`config.mk`:
```
export PLATFORM = sky130hd
export DESIGN_NAME = video_timing_gen
export DESIGN_NICKNAME = d
export VERILOG_FILES = /design/src/rtl/video_timing_gen.sv
export SDC_FILE = /design/constraint.sdc
export NUM_CORES = 1
export LEC_CHECK = 0
export ABC_AREA = 1
export BUFFER_PORTS_ARGS = -buffer_cell sky130_fd_sc_hd__buf_2
export CORE_ASPECT_RATIO = 0.8
export CORE_UTILIZATION = 52
export DETAILED_ROUTE_END_ITERATION = 10
export PLACE_DENSITY = 0.87
export REMOVE_ABC_BUFFERS = 1
export SYNTH_ARGS = -nofsm -noshare
export SYNTH_HDL_FRONTEND = slang
export SYNTH_SLANG_ARGS = --single-unit
```
`constraint.sdc`:
```
create_clock -name clk_i -period 1.5 [get_ports clk_i]
set_input_delay 0.075 -clock clk_i [delete_from_list [all_inputs] [get_ports clk_i]]
set_output_delay 0.075 -clock clk_i [all_outputs]
set_load 0.03 [all_outputs]
```
`src/rtl/video_timing_gen.sv`:
```
// Raster timing generator: free-running h/v counters with registered
// blank/sync/coordinate/strobe decode and a completed-frame counter.
// All state advances only on pix_en_i; restart_i realigns the raster to (0,0).
module video_timing_gen #(
    parameter int H_ACTIVE = 640,
    parameter int H_FP     = 16,
    parameter int H_SYNC   = 96,
    parameter int H_BP     = 48,
    parameter int V_ACTIVE = 480,
    parameter int V_FP     = 10,
    parameter int V_SYNC   = 2,
    parameter int V_BP     = 33,
    parameter bit HS_POL   = 1'b0,
    parameter bit VS_POL   = 1'b0,
    parameter int CW       = 12,
    parameter int FW       = 16
) (
    input  logic          clk_i,
    input  logic          rst_ni,
    input  logic          pix_en_i,
    input  logic          restart_i,
    output logic          blank_o,
    output logic          hsync_o,
    output logic          vsync_o,
    output logic [CW-1:0] xpos_o,
    output logic [CW-1:0] ypos_o,
    output logic          sof_o,
    output logic          eol_o,
    output logic [FW-1:0] frame_cnt_o
);

    localparam int H_TOTAL = H_ACTIVE + H_FP + H_SYNC + H_BP;
    localparam int V_TOTAL = V_ACTIVE + V_FP + V_SYNC + V_BP;
    localparam int CWE     = CW + 1;

    localparam logic [CW-1:0] H_LAST = CW'(H_TOTAL - 1);
    localparam logic [CW-1:0] V_LAST = CW'(V_TOTAL - 1);

    // Region bounds are one bit wider than the counters so a boundary equal
    // to 2^CW (total exactly filling the counter) does not alias to zero.
    localparam logic [CW:0] H_ACT_END = CWE'(H_ACTIVE);
    localparam logic [CW:0] V_ACT_END = CWE'(V_ACTIVE);
    localparam logic [CW:0] HS_START  = CWE'(H_ACTIVE + H_FP);
    localparam logic [CW:0] HS_LEN    = CWE'(H_SYNC);
    localparam logic [CW:0] VS_START  = CWE'(V_ACTIVE + V_FP);
    localparam logic [CW:0] VS_LEN    = CWE'(V_SYNC);

    logic [CW-1:0] hc_q, hc_d, vc_q, vc_d;
    logic [FW-1:0] frame_cnt_q, frame_cnt_d;
    logic          blank_q, blank_d;
    logic          hsync_q, hsync_d;
    logic          vsync_q, vsync_d;
    logic          sof_q, sof_d;
    logic          eol_q, eol_d;
    logic [CW-1:0] xpos_q, ypos_q;
    logic [CW:0]   hc_ext, vc_ext;
    logic          h_wrap, v_wrap, hs_act, vs_act;

    // Next counter values and decode of the current (hc, vc) position.
    always_comb begin
        hc_ext = {1'b0, hc_q};
        vc_ext = {1'b0, vc_q};
        h_wrap = (hc_q == H_LAST);
        v_wrap = (vc_q == V_LAST);

        hc_d = h_wrap ? '0 : hc_q + CW'(1);
        vc_d = vc_q;
        if (h_wrap) begin
            vc_d = v_wrap ? '0 : vc_q + CW'(1);
        end

        // A restart coinciding with the natural wrap still counts that
        // frame exactly once.
        frame_cnt_d = frame_cnt_q;
        if (h_wrap && v_wrap) begin
            frame_cnt_d = frame_cnt_q + FW'(1);
        end

        if (restart_i) begin
            hc_d = '0;
            vc_d = '0;
        end

        // Offset-and-length compare: an empty sync window never matches and
        // a zero start needs no always-true lower bound.
        hs_act  = (hc_ext - HS_START) < HS_LEN;
        vs_act  = (vc_ext - VS_START) < VS_LEN;
        blank_d = !((hc_ext < H_ACT_END) && (vc_ext < V_ACT_END));
        hsync_d = hs_act ? HS_POL : ~HS_POL;
        vsync_d = vs_act ? VS_POL : ~VS_POL;
        sof_d   = (hc_q == '0) && (vc_q == '0);
        eol_d   = h_wrap;
    end

    // Counters and registered outputs; everything holds while pix_en_i is low.
    always_ff @(posedge clk_i or negedge rst_ni) begin
        if (!rst_ni) begin
            hc_q        <= '0;
            vc_q        <= '0;
            frame_cnt_q <= '0;
            blank_q     <= 1'b1;
            hsync_q     <= ~HS_POL;
            vsync_q     <= ~VS_POL;
            sof_q       <= 1'b0;
            eol_q       <= 1'b0;
            xpos_q      <= '0;
            ypos_q      <= '0;
        end else if (pix_en_i) begin
            hc_q        <= hc_d;
            vc_q        <= vc_d;
            frame_cnt_q <= frame_cnt_d;
            blank_q     <= blank_d;
            hsync_q     <= hsync_d;
            vsync_q     <= vsync_d;
            sof_q       <= sof_d;
            eol_q       <= eol_d;
            xpos_q      <= hc_q;
            ypos_q      <= vc_q;
        end
    end

    assign blank_o     = blank_q;
    assign hsync_o     = hsync_q;
    assign vsync_o     = vsync_q;
    assign xpos_o      = xpos_q;
    assign ypos_o      = ypos_q;
    assign sof_o       = sof_q;
    assign eol_o       = eol_q;
    assign frame_cnt_o = frame_cnt_q;

endmodule

```
==> out/results.ini <==
[routing]
drt_iter0_drc = 365
wirelength_um = 10500
avgViaCountPerCell = 5.57
num_vias = 3844
wl_per_cell_um = 15.2
m1WireLength_um = 4400
met3_wirelength_um = 856
drc_errors = 0
dr.pass1.iters = 8
dr.max_layer_used = met4
ant_nets = 0
dr_wl_met2_um = 4910

[finish]
multiInputGateArea_um2 = 2060
final_nets = 610
diodes = 0
finalNonFillerCells = 690
drive_gt1_share_pct = 27.9
fin_util_pct = 69.1
nFillCells = 542
area_delta_synth_final_pct = 26.2
seqCellArea_um2 = 1730
final_area_um2 = 4860

[timing]
holdWs_ps = 71.9
rsz0062_at_grt = true
finalClockSkew_ps = 5.10
fin_crit_ps = 1540
relSlewSlack_pct = 72.7
fin_ws_ps = -43.3
finalCritPeriodShare_pct = 103
slew_viol_final = 0
fin_tns_setup_ps = -420
clock.fmax_mhz = 648
hold_viol = 0
worst_slew_pin_slew_ps = 408
setup_violations = 21

[global_route]
grt_antenna_before_repair = 0
track_usage_pct = 26.3
grt_pass1_wl_um = 16000
gr-total-overflow = 0
grt_pass1_vias = 3561
grt_max_degree = 70

[synth]
ys_ff_latch = 69
synthFlopType = dfrtp_1
synth_cell_type_count = 33
netlist.area_leader.share_pct = 42.9
synth_enable_flop_cells = 0
yosysMostFrequentCell = nand2_1
synth_common_cells = nand2_1 (173), dfrtp_1 (66), nor2_1 (61)
yosys-top-cells-area = dfrtp_1 (43%), nand2_1 (17%), nand3_1 (6.8%), nor2_1 (5.9%), inv_1 (3.9%)
yosysSeqAreaShare_pct = 44.9
syn-cell-area_um2 = 3850
syn_area_per_cell_um2 = 7.51
synthArstFlopShare_pct = 100
netlist_instances = 513
synth_top_area_cell = dfrtp_1
yosys_warnings = 0

[run]
max_cap_violations = 0

[placement]
gp_congestion = 0.964
dp_hpwl_um = 6680
placed_cell_area_um2 = 4350
dpl.cell_count = 663
numPortBuffers = 48

[cts]
htreeDepth = 3
clock_sinks = 69
cts_inserted_buffers = 9
cts_tree = yes
cts.clk_slew.worst_paths_ps = 70
clock_latency_ps = 350
cts_buffer_depth = 2
cts-root-buf = clkbuf_8

[die]
die_width_um = 98.2
ios = 49
fp.coreArea_um2 = 7030
die_h_um = 79.0
start_util_pct = 54.8
rows = 27
dieArea_um2 = 7760

[setup_path]
worst-r2r-cell-count = 9
required_ps = 1740
crit_arrival_ps = 1790
startpoint_type = register
worstPathMaxFanout = 16
crit_type = reg2reg
end_kind = register

[hold_path]
min_path_cells = 4
worstHoldPathType = in2reg

[outcome]
violations = negative setup slack
outcome = finished with violations

[power_and_ir_drop]
pwr_density_cell_nw_per_um2 = 767
power_leakage_nw = 2.44
peakVddDrop_mv = 0.459

-- worst paths after layout --
path                                  from              to  slack, ps
worst max-delay path               hc_q[0]  frame_cnt_o[2]        -40
worst min-delay path             restart_i         vc_q[5]         70
worst max register to register     hc_q[0]  frame_cnt_o[2]        -40
worst min register to register  xpos_o[10]      xpos_o[10]        480
max in group asynchronous           rst_ni         hsync_o        900
min in group asynchronous           rst_ni      xpos_o[10]        270
-- metrics by stage --
step | total power [W] | setup slack (ps)
after detailed placement | 0.00232 | -109
after floorplan | 0.00215 | -286
after global placement | 0.00231 | -2.80
after global routing | 0.00388 | -124
final | 0.00373 | -43.3
after CTS | 0.00371 | 4.73
-- layer usage --
layer | GRT usage [%] | up-vias
met5 | 0 | -
met4 | 10.6 | 0
li1 | - | 1797
met3 | 7.31 | 41
met2 | 42.7 | 202
met1 | 33.6 | 1804
-- report_power, final --
part / internal (W) / leakage, nW / switching, W / total (W)
combinational: 0.000136 / 1.41 / 0.000276 / 0.000413
clock: 0.000687 / 0.0905 / 0.000685 / 0.00137
sequential: 0.00191 / 0.939 / 0.0000336 / 0.00194
-- registers in the layout, summed over array words and instances (netlist names), 12 cells and up --
name and cells:
frame_cnt_o 16, hc_q 12, vc_q 12, xpos_o 12
ypos_o 12
-- layout by cell type (no fill, tap or decap), types with 2 or more instances in the layout --
| master | n |
|---|---|
| xnor2_1 | 2 |
| ha_2 | 2 |
| nand3_2 | 7 |
| clkinv_2 | 2 |
| dfrtp_2 | 3 |
| nor2_4 | 11 |
| nand2_4 | 2 |
| o21ai_1 | 14 |
| nand4_1 | 8 |
| clkbuf_1 | 3 |
| nor2_2 | 8 |
| buf_8 | 2 |
| ha_4 | 3 |
| nand3_1 | 44 |
| buf_4 | 29 |
| nand3_4 | 2 |
| nand2_8 | 2 |
| xor2_1 | 15 |
| dfstp_2 | 3 |
| o21ai_0 | 13 |
| buf_6 | 8 |
| nor2_1 | 50 |
| a21oi_1 | 2 |
| nor3_1 | 8 |
| nand2_1 | 165 |
| ha_1 | 3 |
| buf_2 | 48 |
| a31oi_1 | 4 |
| clkbuf_8 | 11 |
| nand2_2 | 11 |
| dfrtp_1 | 63 |
| inv_1 | 36 |
| inv_2 | 9 |
-- critical path: stages, from the launching register on --
cell and delay [ps]:
dfrtp_1 350, ha_2 190, nand2_2 80, nor2_4 160, buf_4 150, nand3_4 110, nor2_8 140, nand2_8 110
nand2_1 90, nand2_1 60
-- cells by family after synthesis --
| kind of cell | after synthesis | synth area share [%] |
|---|---|---|
| simple gates | 322 | 36.6 |
| compound gates | 35 | 4.81 |
| buf+inv | 62 | 7.18 |
| fa+ha+maj | 8 | 2.60 |
| xor+xnor | 17 | 3.87 |
| flops | 69 | 44.9 |
-- what timing repair did --
item / CTS / global route
gates resized for setup: 18 / 51
setup buffers: 8 / 0
pin swaps: 5 / 18
endpoints found under the hold margin: 66 / 0
cloned: 2 / 0
setup endpoints to repair: 34 / 39
hold buffers: 1 / 0
-- final cells by class --
type,instances,share of cell area [%]
clock inverters,2,0.206
repair buffers,89,12.5
flip-flops and latches,69,35.7
well taps,87,2.24
multi-input cells,383,42.3
inverters,46,3.66
clock buffers,14,3.35
No activity file was read; power rests on OpenSTA's default activity.
